===== src/rtl/packet_assembler_pkg.sv =====
// rtl/packet_assembler_pkg.sv - shared constants and BCH step function for the data island packet assembler
package packet_assembler_pkg;

  localparam logic [7:0] ECC_POLY    = 8'h83;
  localparam int         PACKET_LEN  = 32;
  localparam int         HEADER_BITS = 24;
  localparam int         SUB_BITS    = 56;
  localparam int         SUB_COUNT   = 4;
  localparam int         CNT_W       = $clog2(PACKET_LEN);

  typedef logic [CNT_W-1:0] cnt_t;

  // Counter values at which each stream switches from data bits to parity bits
  localparam cnt_t HDR_END = cnt_t'(HEADER_BITS);
  localparam cnt_t SUB_END = cnt_t'(SUB_BITS / 2);

  // One serial BCH step: shift right, fold in the polynomial when feedback is set
  function automatic logic [7:0] bch_step(input logic [7:0] ecc, input logic b);
    return (ecc >> 1) ^ (((ecc[0] ^ b) == 1'b1) ? ECC_POLY : 8'h00);
  endfunction

endpackage


===== src/rtl/packet_assembler_bch.sv =====
// rtl/packet_assembler_bch.sv - serial BCH parity register absorbing one or two bits per cycle
module bch_ecc_serial
  import packet_assembler_pkg::*;
(
  input  logic       clk_i,
  input  logic       rst_i,
  input  logic       clr_i,
  input  logic       en_i,
  input  logic       two_bit_i,
  input  logic [1:0] bits_i,
  output logic [7:0] ecc_o
);

  logic [7:0] ecc_q, ecc_d;
  logic [7:0] base, step1, step2;

  // Clear takes effect on the same cycle's update, so bit 0 is absorbed into a zero register
  always_comb begin
    base  = clr_i ? 8'h00 : ecc_q;
    step1 = bch_step(base, bits_i[0]);
    step2 = bch_step(step1, bits_i[1]);
    ecc_d = ecc_q;
    if (en_i) begin
      ecc_d = two_bit_i ? step2 : step1;
    end else if (clr_i) begin
      ecc_d = 8'h00;
    end
  end

  // Parity register
  always_ff @(posedge clk_i or posedge rst_i) begin
    if (rst_i) begin
      ecc_q <= 8'h00;
    end else begin
      ecc_q <= ecc_d;
    end
  end

  assign ecc_o = ecc_q;

endmodule


===== src/rtl/packet_assembler.sv =====
// rtl/packet_assembler.sv - serialises an HDMI data island packet with BCH parity onto TERC4 nibbles
module packet_assembler
  import packet_assembler_pkg::*;
(
  input  logic         clk_pixel,
  input  logic         reset,
  input  logic         data_island_period,
  input  logic [23:0]  header,
  input  logic [223:0] sub,
  output logic [8:0]   packet_data,
  output logic         packet_taken
);

  cnt_t                   cnt_q, cnt_d;
  logic [23:0]            hdr_q;
  logic [223:0]           sub_q;
  logic [8:0]             data_q, data_d;
  logic                   start, hdr_phase, sub_phase, ecc_clr;
  logic [23:0]            cur_hdr;
  logic [223:0]           cur_sub;
  logic [7:0]             hdr_ecc;
  logic [SUB_COUNT-1:0][1:0] sub_bits;
  logic [SUB_COUNT-1:0][7:0] sub_ecc;

  // Counter 0 serialises straight from the inputs, since the hold registers load on that same edge
  assign start     = data_island_period && (cnt_q == '0);
  assign hdr_phase = cnt_q < HDR_END;
  assign sub_phase = cnt_q < SUB_END;
  assign ecc_clr   = !data_island_period || (cnt_q == '0);
  assign cur_hdr   = start ? header : hdr_q;
  assign cur_sub   = start ? sub : sub_q;

  assign packet_taken = start && !reset;
  assign packet_data  = data_q;

  // Bit counter: free-runs while the period is high and restarts whenever it drops
  always_comb begin
    cnt_d = data_island_period ? cnt_q + cnt_t'(1) : '0;
  end

  // Counter, hold registers and registered output
  always_ff @(posedge clk_pixel or posedge reset) begin
    if (reset) begin
      cnt_q  <= '0;
      hdr_q  <= '0;
      sub_q  <= '0;
      data_q <= '0;
    end else begin
      cnt_q  <= cnt_d;
      data_q <= data_d;
      if (start) begin
        hdr_q <= header;
        sub_q <= sub;
      end
    end
  end

  bch_ecc_serial u_hdr_ecc (
    .clk_i     (clk_pixel),
    .rst_i     (reset),
    .clr_i     (ecc_clr),
    .en_i      (data_island_period && hdr_phase),
    .two_bit_i (1'b0),
    .bits_i    ({1'b0, cur_hdr[cnt_q]}),
    .ecc_o     (hdr_ecc)
  );

  for (genvar k = 0; k < SUB_COUNT; k++) begin : g_sub
    logic [SUB_BITS-1:0] sub_k;
    assign sub_k       = cur_sub[SUB_BITS*k +: SUB_BITS];
    assign sub_bits[k] = {sub_k[{cnt_q, 1'b1}], sub_k[{cnt_q, 1'b0}]};

    bch_ecc_serial u_sub_ecc (
      .clk_i     (clk_pixel),
      .rst_i     (reset),
      .clr_i     (ecc_clr),
      .en_i      (data_island_period && sub_phase),
      .two_bit_i (1'b1),
      .bits_i    (sub_bits[k]),
      .ecc_o     (sub_ecc[k])
    );
  end

  // Output mux: data bits first, then the frozen parity, zero outside the island
  always_comb begin
    data_d = '0;
    if (data_island_period) begin
      data_d[0] = hdr_phase ? cur_hdr[cnt_q] : hdr_ecc[cnt_q[2:0]];
      for (int k = 0; k < SUB_COUNT; k++) begin
        data_d[1+k] = sub_phase ? sub_bits[k][0] : sub_ecc[k][{cnt_q[1:0], 1'b0}];
        data_d[5+k] = sub_phase ? sub_bits[k][1] : sub_ecc[k][{cnt_q[1:0], 1'b1}];
      end
    end
  end

endmodule


===== config.mk =====
export PLATFORM = sky130hd
export DESIGN_NAME = packet_assembler
export DESIGN_NICKNAME = d
export VERILOG_FILES = /design/src/rtl/packet_assembler_pkg.sv /design/src/rtl/packet_assembler_bch.sv /design/src/rtl/packet_assembler.sv
export SDC_FILE = /design/constraint.sdc
export NUM_CORES = 1
export LEC_CHECK = 0
export BUFFER_PORTS_ARGS = -buffer_cell sky130_fd_sc_hd__buf_2
export CORE_MARGIN = 5
export CORE_UTILIZATION = 30
export CTS_CLUSTER_DIAMETER = 50
export DETAILED_ROUTE_END_ITERATION = 16
export GPL_TIMING_DRIVEN = 0
export HOLD_SLACK_MARGIN = 0.1
export PLACE_DENSITY = 0.61
export SLEW_MARGIN = 30
export SYNTH_ARGS = -nofsm -noshare
export SYNTH_HDL_FRONTEND = slang
export SYNTH_SLANG_ARGS = --single-unit
export TNS_END_PERCENT = 50

===== constraint.sdc =====
create_clock -name clk_pixel -period 9.3 [get_ports clk_pixel]
set_input_delay 0.465 -clock clk_pixel [delete_from_list [all_inputs] [get_ports clk_pixel]]
set_output_delay 0.465 -clock clk_pixel [all_outputs]
set_load 0.01 [all_outputs]

### Word-level counts from Yosys, hierarchy flattened

Cells that the tools add are included.
W data, S select, Z words.

| cells by class | value |
|---|---|
| order comparisons | 8 |
| bitwise logic cells | 18 |
| add/sub/neg operators | 1 |
| muxes and demuxes | 68 |
| reduce and logical (&&, ||, !) cells | 8 |

Operators with widths:

| kind | number |
|---|---|
| $mux W224 | 1 |
| $mux W8 | 19 |
| $xor A7 B8 Y8 | 9 |
| $bmux W1 S5 | 9 |
| $mux W1 | 27 |
| $mux W24 | 1 |
| $bmux W1 S2 | 8 |
| $lt A6 B7 Y1 const B | 2 |
| $lt A3 B4 Y1 const B | 3 |
| $lt A5 B5 Y1 const B | 2 |
| $mux W9 | 1 |
| $xor A1 B1 Y1 | 9 |
| $lt A5 B6 Y1 const B | 1 |
| $add A5 B1 Y5 const B | 1 |
| $logic_not A5 Y1 | 1 |
| $mux W5 | 1 |
| $logic_and A1 B1 Y1 | 4 |
| $bmux W1 S3 | 1 |
| $logic_not A1 Y1 | 2 |
| $logic_or A1 B1 Y1 | 1 |

| word-level totals | value |
|---|---|
| bits in registers | 302 |
| logic and storage cells | 112 |

### Logic depth before layout (Yosys ltp)

Gate-level depths: netlist (run 1).

| depth | value |
|---|---|
| depth in word-level cells | 12 |
| mapped depth | 19 |

### By module

From an unflattened synthesis (run 1), not the netlist that was laid out.

| unflattened totals | value |
|---|---|
| cell total of the unflattened synthesis | 1720 |
| area, all modules | 16535.9 um^2 |

Modules (own cells, without submodules):

| module | area an instance (um^2) | times used | cells each |
|---|---|---|---|
| packet_assembler | 13370.3 | 1 | 1375 |
| bch_ecc_serial | 633.1 | 5 | 69 |

### Least setup slack after synthesis (run 1)

OpenSTA, ideal clock, no wires.

| path | value |
|---|---|
| path kind | reg-to-reg |
| start | register cnt_q[0] |
| end | register g_sub[3].u_sub_ecc.ecc_q[7] |
| clock period less this slack | 4729 ps |
| cell stages (with the launch flop) | 18 |
| data required time | 9178 ps |
| path slack | 4571 ps |
| data arrival time | 4608 ps |
| cells stage by stage | dfrtp_1 buf_2 inv_1 clkbuf_1 clkbuf_1 clkbuf_1 ha_1 or4b_4 nor2_8 buf_12 buf_12 mux2_2 mux2_2 a22o_1 a311oi_1 a21boi_0 or3_1 a32o_1 |

| on the way | value |
|---|---|
| cells in the longest elaborated chain, start to end | 12 |
| elaborated cells on any way between the ends | 18 |
| classes of those cells | order compare (1); mux (9); bitwise (4); reduce/logical (4) |

Ends and longest elaborated chain:

| element | RTL line | RTL |
|---|---|---|
| start: declaration | packet_assembler.sv:14 | `cnt_t cnt_q, cnt_d;` |
| start signal: assignment | packet_assembler.sv:49 | `cnt_q <= cnt_d;` |
| $logic_not A5 Y1 | packet_assembler.sv:26 | `assign start = data_island_period && (cnt_q == '0);` |
| $logic_and A1 B1 Y1 | packet_assembler.sv:26 |  |
| $mux W224 | -- |  |
| named net cur_sub[222] | packet_assembler.sv:20 | `logic [223:0] cur_sub;` |
| $bmux W1 S5 | packet_assembler.sv:71 | `assign sub_bits[k] = {sub_k[{cnt_q, 1'b1}], sub_k[{cnt_q, 1'b0}]};` |
| $mux W1 (implied by the code) | packet_assembler.sv:71 |  |
| $xor A1 B1 Y1 | packet_assembler_pkg.sv:19 | `return (ecc >> 1) ^ (((ecc[0] ^ b) == 1'b1) ? ECC_POLY : 8'h00);` |
| $mux W8 | packet_assembler_pkg.sv:19 |  |
| $xor A7 B8 Y8 | packet_assembler_pkg.sv:19 |  |
| $xor A1 B1 Y1 | packet_assembler_pkg.sv:19 |  |
| $mux W8 | packet_assembler_pkg.sv:19 |  |
| $xor A7 B8 Y8 | packet_assembler_pkg.sv:19 |  |
| $mux W8 | packet_assembler_bch.sv:23 | `if (en_i) begin` |
| named net g_sub[3].u_sub_ecc.ecc_d[7] | packet_assembler_bch.sv:14 | `logic [7:0] ecc_q, ecc_d;` |
| end signal: assignment | packet_assembler_bch.sv:33 | `ecc_q <= 8'h00;` |
| end signal: assignment | packet_assembler_bch.sv:35 | `ecc_q <= ecc_d;` |
| end: declaration | packet_assembler_bch.sv:14 |  |

The timed path passes the listed nets, and every way through them passes these cells. The select of a mux whose other input is x is not followed.

### Worst setup path in the final report (run 1)

| path | value |
|---|---|
| start | register cnt_q[0] |
| end | register g_sub[2].u_sub_ecc.ecc_q[7] |

| on the way | value |
|---|---|
| cells in the longest elaborated chain, start to end | 12 |
| elaborated cells on any way between the ends | 18 |
| classes of those cells | order compare (1); mux (9); bitwise (4); reduce/logical (4) |

Ends and longest elaborated chain:

| element | RTL line |
|---|---|
| $logic_not A5 Y1 | packet_assembler.sv:26, packet_assembler.sv:29 |
| $logic_and A1 B1 Y1 | packet_assembler.sv:26 |
| $mux W224 | -- |
| $bmux W1 S5 | packet_assembler.sv:71 |
| $mux W1 (implied by the code) | packet_assembler.sv:71 |
| $xor A1 B1 Y1 | packet_assembler_pkg.sv:19 |
| $mux W8 | packet_assembler_pkg.sv:19 |
| $xor A7 B8 Y8 | packet_assembler_pkg.sv:19 |
| $xor A1 B1 Y1 | packet_assembler_pkg.sv:19 |
| $mux W8 | packet_assembler_pkg.sv:19 |
| $xor A7 B8 Y8 | packet_assembler_pkg.sv:19 |
| $mux W8 * | packet_assembler_bch.sv:23 |
| named net g_sub[2].u_sub_ecc.ecc_d[7] | packet_assembler_bch.sv:14 |
| end signal: assignment | packet_assembler_bch.sv:33 |
| end signal: assignment | packet_assembler_bch.sv:35 |
| end: declaration | packet_assembler_bch.sv:14 |

Mark *: on every way through the listed nets, which the timed path passes. The rest lies on a longest branch. The select of a mux whose other input is x is not followed.

==> results.md, run 1 <==
* Status: finished, final reports clean
* Setup WS pre-CTS at 2.59 ns
* Dpl cell area at 17700 sq um
* Setup Skew at 0.0282 ns
* Pleak at 8.91 nW
* Core Area at 51200 sq um
* Fin worst setup slack at 2.46 ns
* Most common cell in the synthesized netlist: nand2_1
* WL met3 at 6.25 mm
* Asr flop ratio synth at 1.00
* R2R Path End: g_sub[2].u_sub_ecc.ecc_o[7]
* Clock slew at reported path FFs at 0.06 ns
* TritonRoute pass-1 iters at 6
* Remaining Overflow, GRT at 0
* Synthesis-to-layout area growth at 23.0%
* Final WL at 60.7 mm
* Peak Freq at 0.146 GHz
* Clk root buf: clkbuf_16
* Post-route ant nets at 0
* Pin count of the biggest net entering global routing at 87
* Gpl congestion at 0.936
* Vias in the first global route at 13582
* Fin. Hold Viols at 0
* RSZ-0062 raised after global routing: no
* Final instance area at 19000 sq um
* Final Cycle Share at 0.736
* Crit end category: flop
* Worst path bufs/invs at 8
* #FFs+latches synth at 302
* Fillcell total at 5152
* Pwr Density at 234 nW/um^2
* Worst hold path type: primary input to flop
* Crit path largest cell delay at 0.94 ns
* Clk buf depth at 3
* Final #Nets at 2112
* CTS tree: built
* Gr usage total at 0.209
* CP most frequent cell: clkbuf_1
* Setup CP Type: flop to flop
* R2R cell count at 18
* Post-Syn Instances at 1555
* Initial core utilization at 0.302
* Clock Latency Late Sink at 0.54 ns
* Metal2 WL at 27.7 mm
* Syn nets at 1808
* Crit start category: flop
* Top Ports at 261
* Syn Std Cell Area at 15500 sq um
* YS warnings at 0
* Rel. slew slack at 0.254
* DRC errors left at 0
* Width of the die at 237 microns
* Starting DRT DRC Count at 1510
* Share of cells above drive strength 1 at 0.280
* Count of cell types in the netlist at 76
* Via Count at 13549
* Slowest cell on the critical path: a211oi_1
* Detail Placement HPWL at 46.5 mm
* Top FF cell, synth: dfrtp_1
* Worst EP arrival at 7.29 ns
* Sequential element share of the synthesized area at 0.489
* VDD IR max at 0.128 mV
* Top Layer Used: met5
* Avg WL per Cell at 23.6 microns
* List of most frequent post-synthesis cells: nand2_1 (611), dfrtp_1 (302), mux2_2 (84), clkbuf_1 (76), mux4_2 (76)
* Critical path origin: cnt_q[0]
* Row cnt at 83
* Max Slew Vio Count at 0
* Die Ht at 237 microns
* Initial antenna violation count at 7
* Crit path max-delay family: buffers and inverters
* Global-route wire length before repair at 88.2 mm
* Reg-to-Reg Start: cnt_q[0]
* Synth area leader: dfrtp_1
* Via/cell ratio at 5.28
* Worst path required time at 9.75 ns
* Top-area cell type share of the netlist area at 0.489
* CP endpoint: g_sub[2].u_sub_ecc.ecc_o[7]
* Port Buffers at 259
* Max cap viols at 0
* Cts bufs inserted at 39
* Avg Cell Area, Syn at 9.94 sq um
* Post-synth EDFFs at 0
* Least-Margin Pin Slew at 1.11 ns
* Crit path cell chain: buf_2 > inv_1 > clkbuf_1 > clkbuf_1 > clkbuf_1 > ha_1 > or4b_4 > nor2_8 > buf_6 > buf_4 > buf_4 > mux4_2 > a22oi_1 > a21oi_1 > a211oi_1 > xnor2_1 > xor2_1 > o21ai_0
* Met1 WL at 24.1 mm
* Largest fanout on the critical path at 10
* Finish-stage setup viols at 0
* Clock Sinks at 302
* Die ar. at 56100 sq um
* Worst R2R Setup Slack at 2.46 ns
* Critical Path Stages at 18
* Largest cells by area after synthesis: dfrtp_1 (49%), nand2_1 (15%), mux4_2 (11%), mux2_2 (6.1%), clkbuf_1 (1.8%)
* Period minus WS final at 6.84 ns
* CTS H-tree lvls at 2
state kept, by name (all words and copies together) (netlist names):
signal                 cells
g_sub.u_sub_ecc.ecc_o     32
sub_q                    224
u_hdr_ecc.ecc_o            8
cnt_q                      5
hdr_q                     24
packet_data                9
logic make-up after synthesis:
family,Yosys count,share of synthesized area
adders and majority gates,2,0.00162
buffers and inverters,117,0.0359
and+or+nand+nor,747,0.194
DFF,302,0.489
muxes,167,0.177
AOI/OAI and AO/OA,188,0.0830
xor gates and xnor gates,32,0.0195
area by class of cell:
type	instances	area (sq um)	area share
Timing Repair Buffer	263	1390	0.0731
Sequential cell	302	7560	0.398
Antenna cell	5	12.5	0.000658
Inverter	10	45.0	0.00237
Clock inverter	17	215	0.0113
Buffer	107	518	0.0273
Tap cell	680	851	0.0448
Multi-Input combinational cell	1136	7350	0.387
Clock buffer	47	1070	0.0561
layout by cell type, fill, tap and decap left out, types with 39 or more instances in the layout:
cell,count
nand2_1,611
mux4_2,76
clkbuf_1,78
clkbuf_16,39
buf_2,263
nand3_1,40
mux2_2,84
nor2_1,53
dfrtp_1,302
a21oi_1,52
worst register-to-register path: stages, from the launching register on:
cell and delay (ns):
dfrtp_1 0.38, buf_2 0.23, inv_1 0.11, clkbuf_1 0.58, clkbuf_1 0.52, clkbuf_1 0.75, ha_1 0.30, or4b_4 0.52
nor2_8 0.21, buf_6 0.20, buf_4 0.22, buf_4 0.29, mux4_2 0.55, a22oi_1 0.16, a21oi_1 0.16, a211oi_1 0.94
xnor2_1 0.24, xor2_1 0.21, o21ai_0 0.18
metal layers:
metal | track usage | up-vias
met3 | 0.0573 | 150
met4 | 0.0806 | 4
met1 | 0.278 | 6734
met5 | 0 | -
met2 | 0.326 | 725
li1 | - | 5936
where the power goes:
group | internal (W) | leakage, nW | switching, W
Combinational | 0.000514 | 4.53 | 0.000658
Clock | 0.000927 | 0.630 | 0.000598
Sequential | 0.00161 | 3.75 | 0.000145
Total | 0.00305 | 8.91 | 0.00140
worst min-delay path by stage:
stage | from | to | slack (ns) | depth (start not counted)
2_1_floorplan | sub_q[28] | sub_q[28] | 0.43 | 2
3_3_place_gp | sub_q[46] | sub_q[46] | 0.44 | 2
3_5_place_dp | sub_q[8] | sub_q[8] | 0.45 | 2
4_1_cts | sub[97] | sub_q[97] | 0.11 | 3
5_1_grt | sub[97] | sub_q[97] | 0.12 | 3
6_report | sub[29] | sub_q[29] | 0.12 | 3
metrics by stage:
step	setup TNS [ns]	utilization	hold WS, ns	power [W]	instances
2_1_floorplan	0	-	0.431	0.00252	1555
3_3_place_gp	-944.68	0.344	0.444	0.00288	2494
3_5_place_dp	0	0.346	0.454	0.00293	2497
4_1_cts	0	0.371	0.106	0.00446	2562
5_1_grt	0	0.371	0.120	0.00465	2564
6_report	0	0.371	0.121	0.00445	2567
repair_timing:
| item | in CTS | in global routing |
|---|---|---|
| gates resized for setup | 0 | 0 |
| buffers inserted | 0 | 0 |
| hold buffers | 1 | 0 |
| endpoints found under the hold margin | 65 | 0 |
Power figures use the tool's default switching activity.
==> inputs of run 2 (changes only) <==
- PLACE_DENSITY: 0.61 -> 0.59
- clock period: 9.3 -> 6.3 ns (I/O delays scaled with it)
==> run 2 against run 1 <==
Global-route usage is 1.5 points higher. Sequential power is 49% higher. Worst setup slack worse by 2.2 ns. Power is 53% higher. Register-to-register slack worse by 2.2 ns. Non-clock buffer count is 242 higher. Critical path type unchanged. Die area stayed put. Routed wire length is 6.7% higher. Worst hold slack worse by 0.018 ns. Critical path depth is 1 lower. Via count is 7.8% higher.
==> results.md, run 2 (synthesis results as in run 1) <==
* Max Slew Vio Count at 0 (unchanged)
* Top Ports at 261 (unchanged)
* Starting DRT DRC Count at 1354 (-10%)
* Flop pwr share at 0.383 (-0.011)
* Crit end category: flop
* TritonRoute pass-1 iters at 5 (-1)
* Most common cell after layout, fill and taps aside: nand2_1
* Fin. Hold Viols at 0 (unchanged)
* Switching share of power at 0.313 (-0.00150)
* Worst hold path type: primary input to flop
* Comb power frac at 0.276 (+0.013)
* Worst path bufs/invs at 7 (-1)
* Via/cell ratio at 5.18 (-1.8%)
* Most frequent cells in the layout: nand2_1 (611), dfrtp_1 (302), buf_2 (263)
* Int Power at 0.00467 W (+53%)
* Die ar. at 56100 sq um (unchanged)
* Gr usage total at 0.224 (+0.0152)
* Postcts setup bufs at 0 (unchanged)
* Die Ht at 237 microns (unchanged)
* Clk root buf: clkbuf_16
* Final #Nets at 2356 (+12%)
* Clk buf depth at 3 (unchanged)
* Cts bufs inserted at 41 (+5.1%)
* Via Count at 14603 (+7.8%)
* Detail Placement HPWL at 47.8 mm (+2.8%)
* Top reg by flops: sub_q
* Final setup TNS at 0 ns (unchanged)
* Period minus WS final at 6.00 ns (-0.836 ns)
* DP Cell Count at 2506 (+0.36%)
* Crit path largest cell delay at 0.62 ns (-0.32 ns)
* DRC errors left at 0 (unchanged)
* Pleak at 10.0 nW (+12%)
* Worst EP arrival at 6.46 ns (-0.83 ns)
* Vias in the first global route at 15200 (+12%)
* Remaining Overflow, GRT at 0 (unchanged)
* Row cnt at 83 (unchanged)
* Gpl congestion at 0.951 (+1.6%)
* Crit path cell chain: buf_2 > inv_1 > clkbuf_1 > clkbuf_2 > ha_1 > or4b_4 > nor2_8 > buf_6 > buf_4 > buf_4 > mux4_2 > a22oi_1 > a21oi_1 > a211oi_2 > xnor2_1 > xor2_1 > o21ai_0
* Rel. slew slack at 0.357 (+0.103)
* Width of the die at 237 microns (unchanged)
* Final Cycle Share at 0.953 (+0.218)
* Filler-free cell count of the finished design at 2817 (+9.7%)
* Post-route ant nets at 0 (unchanged)
* Synthesis-to-layout area growth at 40.0%
* Largest fanout on the critical path at 11 (+1)
* RSZ-0062 raised after global routing: no
* Status: finished, final reports clean
* Crit path max-delay family: buffers and inverters
* Setup CP Type: flop to flop
* Clock power share at 0.341 (-0.002)
* Global-route wire length before repair at 95.6 mm (+8.4%)
* Pin count of the biggest net entering global routing at 30 (-66%)
* VDD IR max at 0.197 mV (+54%)
* Core Area at 51200 sq um (unchanged)
* Largest register FFs at 224 (unchanged)
* CP most frequent cell: buf_4
* Avg WL per Cell at 23.0 microns (-2.8%)
* Peak Freq at 0.167 GHz (+14%)
* CTS tree: built
* Max cap viols at 0 (unchanged)
* Clock Sinks at 302 (unchanged)
* CTS H-tree lvls at 2 (unchanged)
* Share of cells above drive strength 1 at 0.256 (-0.0245)
* Final WL at 64.7 mm (+6.7%)
* Crit start category: flop
* Initial core utilization at 0.302 (unchanged)
* Least-Margin Pin Slew at 0.965 ns (-0.147 ns)
* Port Buffers at 259 (unchanged)
* Worst path required time at 6.75 ns (-3.00 ns)
* Setup Skew at 0.0271 ns (-0.00104 ns)
* Slowest cell on the critical path: a211oi_2
* Clock slew at reported path FFs at 0.06 ns (about the same)
* Pwr Density at 314 nW/um^2 (+34%)
* Finish-stage setup viols at 0 (unchanged)
* Switching power at 0.00213 W (+52%)
* Clock Latency Late Sink at 0.55 ns (about the same)
* Initial antenna violation count at 3 (-4)
[run 2: changes by cell type in the layout (fill, tap and decap cells not counted), moves of 2 or more]
cell / previous run / this run
buf_1: 12 / 10
clkinv_4: 4 / 1
clkbuf_16: 39 / 43
inv_8: 2 / 0
clkbuf_1: 78 / 82
clkbuf_8: 6 / 4
dlygate4sd3_1: 1 / 235
clkinvlp_4: 2 / 6
clkbuf_2: 0 / 4
buf_12: 2 / 10
[run 2: final cells by class]
class,count,area (sq um)
diodes,4,10.0
plain buffers,106,519
clock buffers,56,1160
clock inverters,17,184
fillers,4881,29600
inverters,10,41.3
multi-input cells,1136,7380
flip-flops and latches,302,7560
well taps,680,851
repair buffers,506,3920
[run 2: layer usage]
| layer | global-route usage | wire (microns) | vias to the layer above |
|---|---|---|---|
| met4 | 0.105 | 3520 | 0 |
| met3 | 0.0658 | 6130 | 190 |
| met2 | 0.354 | 29600 | 756 |
| met1 | 0.284 | 25400 | 7225 |
| met5 | 0 | 0 | - |
| li1 | - | - | 6432 |
[run 2: worst min-delay path: stages]
cell	delay (ns)
buf_2	0.12
nand3_1	0.11
nand2_1	0.07
[run 2: what timing repair did]
| item | 4_1_cts | 5_1_grt |
|---|---|---|
| endpoints found under the setup margin | 12 | 10 |
| gates resized for setup | 2 | 6 |
| endpoints found under the hold margin | 259 | 0 |
| pin swaps | 0 | 0 |
| hold buffers | 235 | 0 |
[run 2: path summary, 6_finish.rpt]
| kind | startpoint | to | slack [ns] | cells after the start |
|---|---|---|---|---|
| hold reg to reg | sub_q[170] | sub_q[170] | 0.46 | 2 |
| max in group asynchronous | reset | hdr_q[16] | 4.43 | 8 |
| min in group asynchronous | reset | sub_q[196] | 0.41 | 3 |
| setup / recovery | cnt_q[0] | g_sub[2].u_sub_ecc.ecc_o[7] | 0.30 | 17 |
| hold / removal | sub[175] | sub_q[175] | 0.10 | 3 |
| setup reg to reg | cnt_q[0] | g_sub[2].u_sub_ecc.ecc_o[7] | 0.30 | 17 |
[run 2: power by group through the flow]
stage / logic [W] / clock network, W / registers [W]
floorplan: 0.00116 / 0 / 0.00256
global placement: 0.00166 / 0 / 0.00260
detailed placement: 0.00172 / 0 / 0.00262
CTS: 0.00185 / 0.00235 / 0.00259
global route: 0.00203 / 0.00244 / 0.00264
finish: 0.00187 / 0.00232 / 0.00260
[run 2: metrics by stage]
stage | worst slack (ns) | util | hold slack [ns] | instance area [sq um] | power (W)
after floorplan | 1.57 | - | 0.420 | 15500 | 0.00372
after global routing | 0.0888 | 0.422 | 0.106 | 21600 | 0.00711
after CTS | 0.0111 | 0.422 | 0.100 | 21600 | 0.00679
after global placement | -0.279 | 0.344 | 0.444 | 17600 | 0.00426
final | 0.295 | 0.422 | 0.104 | 21600 | 0.00679
after detailed placement | -0.353 | 0.349 | 0.414 | 17900 | 0.00434
